<file path="config.mk">
export PLATFORM = sky130hd
export DESIGN_NAME = edge_event_arbiter
export DESIGN_NICKNAME = d
export VERILOG_FILES = /design/src/rtl/edge_event_arbiter.sv
export SDC_FILE = /design/constraint.sdc
export NUM_CORES = 1
export LEC_CHECK = 0
export BUFFER_PORTS_ARGS = -buffer_cell sky130_fd_sc_hd__buf_4
export CORE_MARGIN = 2
export CORE_UTILIZATION = 44
export DETAILED_ROUTE_END_ITERATION = 12
export PLACE_DENSITY = 0.83
export SYNTH_ARGS = -nofsm -noshare
export SYNTH_HDL_FRONTEND = slang
export SYNTH_SLANG_ARGS = --single-unit
</file>
<file path="constraint.sdc">
create_clock -name clk -period 1.1 [get_ports clk]
set_input_delay 0.11 -clock clk [delete_from_list [all_inputs] [get_ports clk]]
set_output_delay 0.11 -clock clk [all_outputs]
set_load 0.1 [all_outputs]
</file>
<file path="src/rtl/edge_event_arbiter.sv">
// edge_event_arbiter: rising-edge detector on N_CH lines with per-channel
// pending/overflow flags, served round-robin over a single valid/ready port.
module edge_event_arbiter #(
  parameter int N_CH  = 4,
  parameter int IDX_W = 2
) (
  input  logic             clk,
  input  logic             rst,
  input  logic [N_CH-1:0]  din,
  input  logic [N_CH-1:0]  en,
  output logic             evt_valid,
  input  logic             evt_ready,
  output logic [IDX_W-1:0] evt_ch,
  output logic [N_CH-1:0]  pending,
  output logic [N_CH-1:0]  overflow,
  input  logic             clr_ovf
);

  typedef enum logic {IDLE = 1'b0, OFFER = 1'b1} state_t;

  state_t              state;
  logic [N_CH-1:0]     din_q;
  logic [N_CH-1:0]     rise;
  logic [N_CH-1:0]     acc;
  logic [N_CH-1:0]     pending_nxt;
  logic [N_CH-1:0]     overflow_nxt;
  logic [2*N_CH-1:0]   dbl;
  logic [N_CH-1:0]     rot;
  logic                found;
  logic [IDX_W:0]      sum;
  logic [IDX_W-1:0]    pick;
  logic [IDX_W-1:0]    nxt_ptr;
  logic [IDX_W-1:0]    rr_ptr;

  assign rise = din & ~din_q & en;

  // Decode which channel's event is being accepted this cycle.
  always_comb begin
    acc = '0;
    for (int i = 0; i < N_CH; i++) begin
      acc[i] = evt_valid & evt_ready & (evt_ch == IDX_W'(i));
    end
  end

  // Next pending/overflow: a fresh edge wins over acceptance; an edge on an
  // unaccepted pending channel coalesces and marks overflow (set beats clear).
  always_comb begin
    pending_nxt  = pending;
    overflow_nxt = overflow;
    for (int i = 0; i < N_CH; i++) begin
      if (rise[i] & pending[i] & ~acc[i]) begin
        overflow_nxt[i] = 1'b1;
      end else if (clr_ovf) begin
        overflow_nxt[i] = 1'b0;
      end
      if (rise[i]) begin
        pending_nxt[i] = 1'b1;
      end else if (acc[i]) begin
        pending_nxt[i] = 1'b0;
      end
    end
  end

  // Round-robin search: rotate pending so rr_ptr sits at bit 0, take the
  // lowest set bit, then map the offset back to a channel index mod N_CH.
  always_comb begin
    dbl   = {pending, pending};
    rot   = N_CH'(dbl >> rr_ptr);
    found = 1'b0;
    sum   = '0;
    for (int k = N_CH - 1; k >= 0; k--) begin
      if (rot[k]) begin
        found = 1'b1;
        sum   = {1'b0, rr_ptr} + (IDX_W+1)'(k);
      end
    end
    if (sum >= (IDX_W+1)'(N_CH)) begin
      sum = sum - (IDX_W+1)'(N_CH);
    end
    pick    = sum[IDX_W-1:0];
    nxt_ptr = (evt_ch == IDX_W'(N_CH - 1)) ? '0 : evt_ch + IDX_W'(1);
  end

  // Edge history and per-channel event flags.
  always_ff @(posedge clk or posedge rst) begin
    if (rst) begin
      din_q    <= '0;
      pending  <= '0;
      overflow <= '0;
    end else begin
      din_q    <= din;
      pending  <= pending_nxt;
      overflow <= overflow_nxt;
    end
  end

  // Offer FSM: IDLE picks a pending channel, OFFER holds it until accepted.
  always_ff @(posedge clk or posedge rst) begin
    if (rst) begin
      state     <= IDLE;
      evt_valid <= 1'b0;
      evt_ch    <= '0;
      rr_ptr    <= '0;
    end else begin
      case (state)
        IDLE: begin
          if (found) begin
            evt_ch    <= pick;
            evt_valid <= 1'b1;
            state     <= OFFER;
          end
        end
        OFFER: begin
          if (evt_ready) begin
            evt_valid <= 1'b0;
            rr_ptr    <= nxt_ptr;
            state     <= IDLE;
          end
        end
        default: begin
          evt_valid <= 1'b0;
          state     <= IDLE;
        end
      endcase
    end
  end

endmodule
</file>
# After elaboration in Yosys (flattened, before gate mapping)
# Cells that the tools add are included.
# totals
regBits	18
output_inout_bits	11
in_bits	12
elab_cells	87
# classes
n_bitwise	21
eq_ne	5
n_reduce_logical	12
order_cmp	1
muxes	29
shift	1
n_addsub	5
# ops
op	n
1-bit two-way mux	21
2-bit nonzero test	8
1-bit AND	13
3-bit two-way mux	4
4-bit AND	2
8-bit by 2-bit >> shifter with 4-bit output	1
2-bit by 2-bit adder with 3-bit output, second input constant	2
2-bit AND reduction	3
1-bit NOT	5
2-bit == test, second input constant	2
2-bit two-way mux	2
2-bit != test, second input constant	2
4-bit NOT	1
1-bit one-hot mux with 2 select lines	2
2-bit by 1-bit adder with 3-bit output, second input constant	1
3-bit >= comparator, second input constant	1
2-bit by 1-bit adder with 2-bit output, second input constant	1
2-bit by 1-bit == test with 1-bit output, second input constant	1
2-bit zero test	1
2-bit by 1-bit subtractor with 2-bit output, second input constant	1

# Depth between registers and ports, before layout
# Gate-level depths: netlist of the first run.
# logic_depth
depth_word	7
depth_mapped	5
depth_no_buf	5

# Least setup slack after synthesis of the first run
# Ideal clock, no wire load.
# synth_path
kind	reg2reg
from	register evt_ch[0]
to	register rr_ptr[1]
path_slack_ps	-775
t_required_ps	972
setup_time_ps	128
stages_incl_launch_ff	4
n_path_buf	0
t_arrival_ps	1748
synth_period_minus_slack_ps	1875
path_cell_list	dfrtp_1 -> inv_1 -> ha_1 -> mux2_1
# synth_between
elab_chain_cells	2
word_cells_on_any_way	3
cone_classes	1 x add/sub; 1 x eq/ne; 1 x mux
# synth_lines
element	line_no	rtl
from (decl)	13	output logic [IDX_W-1:0] evt_ch,
from (signal assigned)	108	evt_ch <= pick;
2-bit by 1-bit adder with 2-bit output or 2-bit == test (tied branches)	81	nxt_ptr = (evt_ch == IDX_W'(N_CH - 1)) ? '0 : evt_ch + IDX_W'(1);
2-bit two-way mux *	81	
named net nxt_ptr[1]	32	logic [IDX_W-1:0] nxt_ptr;
to (signal assigned)	116	rr_ptr <= nxt_ptr;
to (decl)	33	logic [IDX_W-1:0] rr_ptr;
# The timed path passes the listed nets; every way through them passes the cells marked *.
# A chain may end at the register's enable or synchronous reset.

# Worst setup path in the final report of the first run
# layout_path
from	register evt_ch[0]
to	output port evt_ch[0]
# No word-level cell between the ends.

==> impl_metrics.yaml, run 1 <==
outcome:
  run_status: "finished, violations left"
  violations: "negative setup slack"
cts:
  cts_root_buf: "clkbuf_4"
  cts.sinks: 18
  clockBufferDepth: 2
  clkTransAtPathRegs_ns: 0.11
  h-tree-depth: 1
  clock_latency_ns: 0.31
  cts_buffers: 3
  cts_tree: "done"
worst_setup_path:
  critical_path_class: "flop to output port"
  cp.required_ns: 0.99
  cp-end-kind: "output port"
  start_kind: "flop"
  r2r_start: "pending[2]$_DFFE_PP0P_"
  critPathLaunch: "evt_ch[0]$_DFFE_PP0P_"
  arrival_ns: 1.15
  critPathMaxFanout: 4
die:
  placementRows: 15
  ioPinCount: 23
  start_util_pct: 45.9
  die_h_um: 46.2
  coreArea_um2: 1710
  die-area_um2: 2130
  die_w_um: 46.2
timing:
  worst_slack_ns: -0.164
  setup_viol: 17
  tightest_slew_ns: 0.302
  slew_headroom_pct: 79.7
  slew_viol_final: 0
  clock_skew_ns: 0.00156
  fin_crit_ns: 1.26
  hold_violations: 0
  rsz0062_at_grt: "true"
  post-route-period-util_pct: 115
  max_freq_mhz: 791
synthesis:
  syn_area_per_cell_um2: 11.2
  yosysMostFrequentCell: "dfrtp_1"
  synth_ff_type: "dfrtp_1"
  synth-edff-count: 0
  synthTopCellsByArea: "dfrtp_1 (58%), ha_1 (6.4%), nand2_1 (5.3%)"
  synth_top_cell_by_area: "dfrtp_1"
  ys_types: 21
  syn_inst: 70
  syn-num-nets: 86
  yosysTopAreaCellShare_pct: 57.5
  synth_seq_cells: 18
  yosysWarnings: 0
  ys_seq_area_share_pct: 57.5
  async_flop_share_pct: 100
  synthTopCellsByCount: "dfrtp_1 (18), nand2_1 (11), inv_1 (8)"
  syn-cell-area_um2: 783
global_route:
  grt_pass1_wl_um: 3550
  grt_max_degree: 19
  antenna_found_initial: 0
  grt_pass1_vias: 734
  track_usage_pct: 24.7
  overflow: 0
cells_and_area:
  nFillCells: 67
  drive_above_1_share_pct: 68.9
  nets: 136
  antenna_cells: 0
  final_util_pct: 88.1
  area_delta_synth_final_pct: 92.0
detailed_routing:
  wl_met3_um: 82
  viasPerCell: 5.15
  wl_met2_um: 1360
  antenna_left: 0
  routed_wl_um: 2590
  dr.first_iter.drc_count: 7
  drc_errors: 0
  drt-wirelength-per-cell_um: 18.0
  drt-met1-wl_um: 1080
  num_vias: 741
  drtPass1Iterations: 4
  top_layer_used: "met4"
power_and_ir_drop:
  vdd_ir_drop_max_mv: 2.42
  leakagePower_nw: 0.653
  total_power_mw: 4.58
  powerDensity_nw_per_um2: 3040
run:
  drv_cap: 0
placement:
  place_ws_ns: -0.160
  numPortBuffers: 22
  place.gp.congestion: 0.878
  place_hpwl_um: 1480
min_path:
  hold_start: "clr_ovf"
  hold_path_class: "input port to flop"
placed cells by master (no fill, tap or decap), types with 2 or more instances in the layout:
cell / count
nand2_1: 5
buf_6: 4
buf_4: 28
dfrtp_1: 6
clkbuf_4: 3
nand3_4: 2
dfrtp_2: 6
inv_1: 5
nand3b_1: 4
ha_4: 4
dfrtp_4: 6
buf_12: 7
nand2_2: 5
mux2i_1: 2
o22ai_2: 3
dlygate4sd3_1: 5
worst max-delay path, cell delays in order (launching register included):
cell and delay (ns):
dfrtp_4 0.53, buf_8 0.15, buf_12 0.16
cell type report:
type | instances | area [um2] | area share (%)
well taps | 25 | 31.3 | 2.08
multi-input cells | 44 | 468 | 31.1
flip-flops and latches | 18 | 480 | 31.9
inverters | 8 | 37.5 | 2.50
clock buffers | 4 | 26.3 | 1.75
repair buffers | 45 | 460 | 30.6
sequential cells by signal, summed over array words and instances (netlist names):
register and cells:
din_q 4, evt_ch 2, evt_valid 1, overflow 4, pending 4, rr_ptr 2
state 1
through the flow:
step	hold WS, ns	std cells	TNS (ns)	cell area [um2]
2_1_floorplan	0.0484	70	-1.97	876
3_3_place_gp	0.142	126	-0.407	1140
3_5_place_dp	0.147	126	-0.590	1140
4_1_cts	0.0278	138	-1.24	1390
5_1_grt	0.0157	144	-2.21	1500
6_report	0.00953	144	-1.61	1500
repair_timing:
action,CTS,global route
pin swaps,12,9
endpoints found under the hold margin,22,0
resized for setup,35,17
endpoints found under the setup margin,17,20
hold buffers,5,0
setup buffers,3,6
report_power, final:
part	leakage (nW)	internal (mW)	switching, mW
Sequential	0.201	0.918	0.287
Clock	0.0150	0.142	0.236
Combinational	0.436	1.21	1.78
Total	0.653	2.27	2.31
per-layer routing:
metal | up-vias | track usage [%]
met1 | 367 | 30.9
met4 | 0 | 12.0
li1 | 345 | -
met3 | 7 | 3.53
met2 | 22 | 41.4
met5 | - | 0
kinds of logic (layout without fill, tap and decap cells):
group / count (synthesis) / after routing / synth area share, %
AO/OA/AOI/OAI: 13 / 13 / 12.5
adder cells (fa/ha/maj): 4 / 4 / 6.39
buffers and inverters: 8 / 57 / 3.83
flip-flops: 18 / 18 / 57.5
multiplexers: 3 / 3 / 3.99
AND/OR/NAND/NOR: 24 / 24 / 15.8
final timing paths:
check | end | slack (ns) | cells after the start
max in group asynchronous | evt_ch[1]$_DFFE_PP0P_ | 0.52 | 4
min in group asynchronous | pending[1]$_DFFE_PP0P_ | 0.36 | 4
worst min register to register | pending[0]$_DFFE_PP0P_ | 0.54 | 2
worst max-delay path | evt_ch[0] | -0.16 | 2
worst max register to register | evt_valid$_DFFE_PP0P_ | -0.16 | 3
worst min-delay path | overflow[2]$_DFFE_PP0P_ | 0.01 | 2
Note: power is estimated with default switching activity, not from simulation.
==> inputs of run 2 (changes only) <==
--- a/config.mk
+++ b/config.mk
@@ -10,6 +10,7 @@
 export CORE_UTILIZATION = 44
 export DETAILED_ROUTE_END_ITERATION = 12
 export PLACE_DENSITY = 0.83
+export REMOVE_ABC_BUFFERS = 1
 export SYNTH_ARGS = -nofsm -noshare
 export SYNTH_HDL_FRONTEND = slang
 export SYNTH_SLANG_ARGS = --single-unit
==> run 2 against run 1 <==
  * Utilization fell by 5.3 points
  * Die area did not move
  * Clock-buffer cell count did not move
  * Register-to-register slack improved by 0.06 ns
  * Sequential power fell by 11%
  * Clock skew rose by 0.0079 ns
  * The run still ends with negative setup slack left
==> impl_metrics.yaml, run 2 (synthesized netlist as in run 1, its figures left out) <==
worst_setup_path:
  cp.depth: 3
  start_kind: "flop"
  r2r-end: "evt_ch[0]$_DFFE_PP0P_"
  r2r_start: "pending[2]$_DFFE_PP0P_"
  slowest_delay_ns: 0.44
  critPathBufInv: 1
  cp-end-kind: "flop"
  critPathMaxFanout: 5
  ff2ff_setup_slack_ns: -0.11
  path_delay_family: "compound AO/OA/AOI/OAI gates"
  crit_chain: "buf_6 > a211o_1 > o32ai_2"
  arrival_ns: 1.40
  cp.required_ns: 1.29
  crit_end: "evt_ch[0]$_DFFE_PP0P_"
  r2r_cells: 3
  critPathLaunch: "pending[2]$_DFFE_PP0P_"
  critical_path_class: "flop to flop"
  crit_slowest_cell: "dfrtp_1"
cells_and_area:
  drive_above_1_share_pct: 53.8
  multiInputGateArea_um2: 397
  final_common_cell: "buf_4"
  nets: 134
  nFillCells: 94
  layout.cells.most_common_list: "buf_4 (19), dfrtp_1 (14), buf_6 (12), nand2_1 (9)"
  antenna_cells: 0
  final_util_pct: 82.7
  top_regs: "din_q (4), overflow (4), pending (4)"
  area_delta_synth_final_pct: 80.4
  regArea_um2: 455
cts:
  cts_tree: "done"
  cts.sinks: 18
  clkTransAtPathRegs_ns: 0.11
  h-tree-depth: 1
  cts_buffers: 3
  clockBufferDepth: 2
  clock_latency_ns: 0.30
  cts_root_buf: "clkbuf_4"
timing:
  tns_ns: -0.611
  setup_viol: 10
  post-route-period-util_pct: 110
  slew_viol_final: 0
  tightest_slew_ns: 0.284
  hold_slack_ns: 0.0248
  hold_violations: 0
  clock_skew_ns: 0.00948
  slew_headroom_pct: 80.9
  fin_crit_ns: 1.21
  max_freq_mhz: 829
  worst_slack_ns: -0.106
  rsz0062_at_grt: "true"
placement:
  numPortBuffers: 22
  place_hpwl_um: 1400
  place.gp.congestion: 0.896
  place_ws_ns: -0.149
detailed_routing:
  viasPerCell: 5.28
  drc_errors: 0
  dr.first_iter.drc_count: 9
  drt-wirelength-per-cell_um: 17.0
  routed_wl_um: 2420
  num_vias: 750
  antenna_left: 0
  drtPass1Iterations: 4
global_route:
  grt_pass1_vias: 723
  grt_pass1_wl_um: 3240
  track_usage_pct: 22.5
  overflow: 0
  grt_max_degree: 19
  antenna_found_initial: 0
min_path:
  hold_start: "clr_ovf"
  hold_path_class: "input port to flop"
die:
  coreArea_um2: 1710
  ioPinCount: 23
  die-area_um2: 2130
  die_h_um: 46.2
  die_w_um: 46.2
  placementRows: 15
  start_util_pct: 45.9
outcome:
  violations: "negative setup slack"
  run_status: "finished, violations left"
power_and_ir_drop:
  vdd_ir_drop_max_mv: 2.02
  leakagePower_nw: 0.657
  total_power_mw: 4.45
  powerDensity_nw_per_um2: 3150
run:
  drv_cap: 0
==> run 2: changes by cell type in the layout (fill, tap and decap cells not counted), sizes merged <==
cell and change:
buf -2
==> run 2: worst min-delay path by stage <==
stage | end | slack [ns] | cells after the start
after detailed placement | overflow[2]$_DFFE_PP0P_ | 0.15 | 3
after CTS | overflow[1]$_DFFE_PP0P_ | 0.02 | 2
final | overflow[2]$_DFFE_PP0P_ | 0.02 | 2
after global placement | din_q[0]$_DFF_PP0_ | 0.14 | 3
after global routing | overflow[0]$_DFFE_PP0P_ | 0.02 | 2
after floorplan | din_q[0]$_DFF_PP0_ | 0.05 | 1
==> run 2: cell type report <==
type                       count  share of cell area, %
clock buffer                   4                   2.57
inverter                       8                   2.13
multi-input combinational     44                   28.1
sequential                    18                   32.2
tap                           25                   2.21
timing repair buffer          43                   32.8
==> run 2: repair_timing <==
| action | 4_1_cts | 5_1_grt |
|---|---|---|
| hold endpoints to repair | 22 | 0 |
| pin swaps | 4 | 9 |
| gates resized for setup | 34 | 21 |
| gates cloned | 0 | 0 |
| setup buffers | 2 | 2 |
| setup endpoints to repair | 12 | 22 |
| hold buffers | 5 | 0 |
==> run 2: stage by stage <==
stage,instance area (um2),instances
6_report,1410,142
5_1_grt,1410,142
4_1_cts,1310,140
3_5_place_dp,1070,129
3_3_place_gp,1070,129
2_1_floorplan,783,70
==> run 2: layer usage <==
layer	wire (um)	part of all wire, %	up-vias	GRT usage [%]
li1	-	-	340	-
met5	0	0	-	0
met3	102	4.2	8	3.53
met1	929	38	375	28.0
met4	78	3.2	0	14.9
met2	1310	54	27	35.6
==> run 2: report_power, final <==
part | switching (mW) | total [mW] | internal (mW)
clock | 0.215 | 0.416 | 0.202
sequential | 0.220 | 1.07 | 0.852
combinational | 1.75 | 2.96 | 1.21
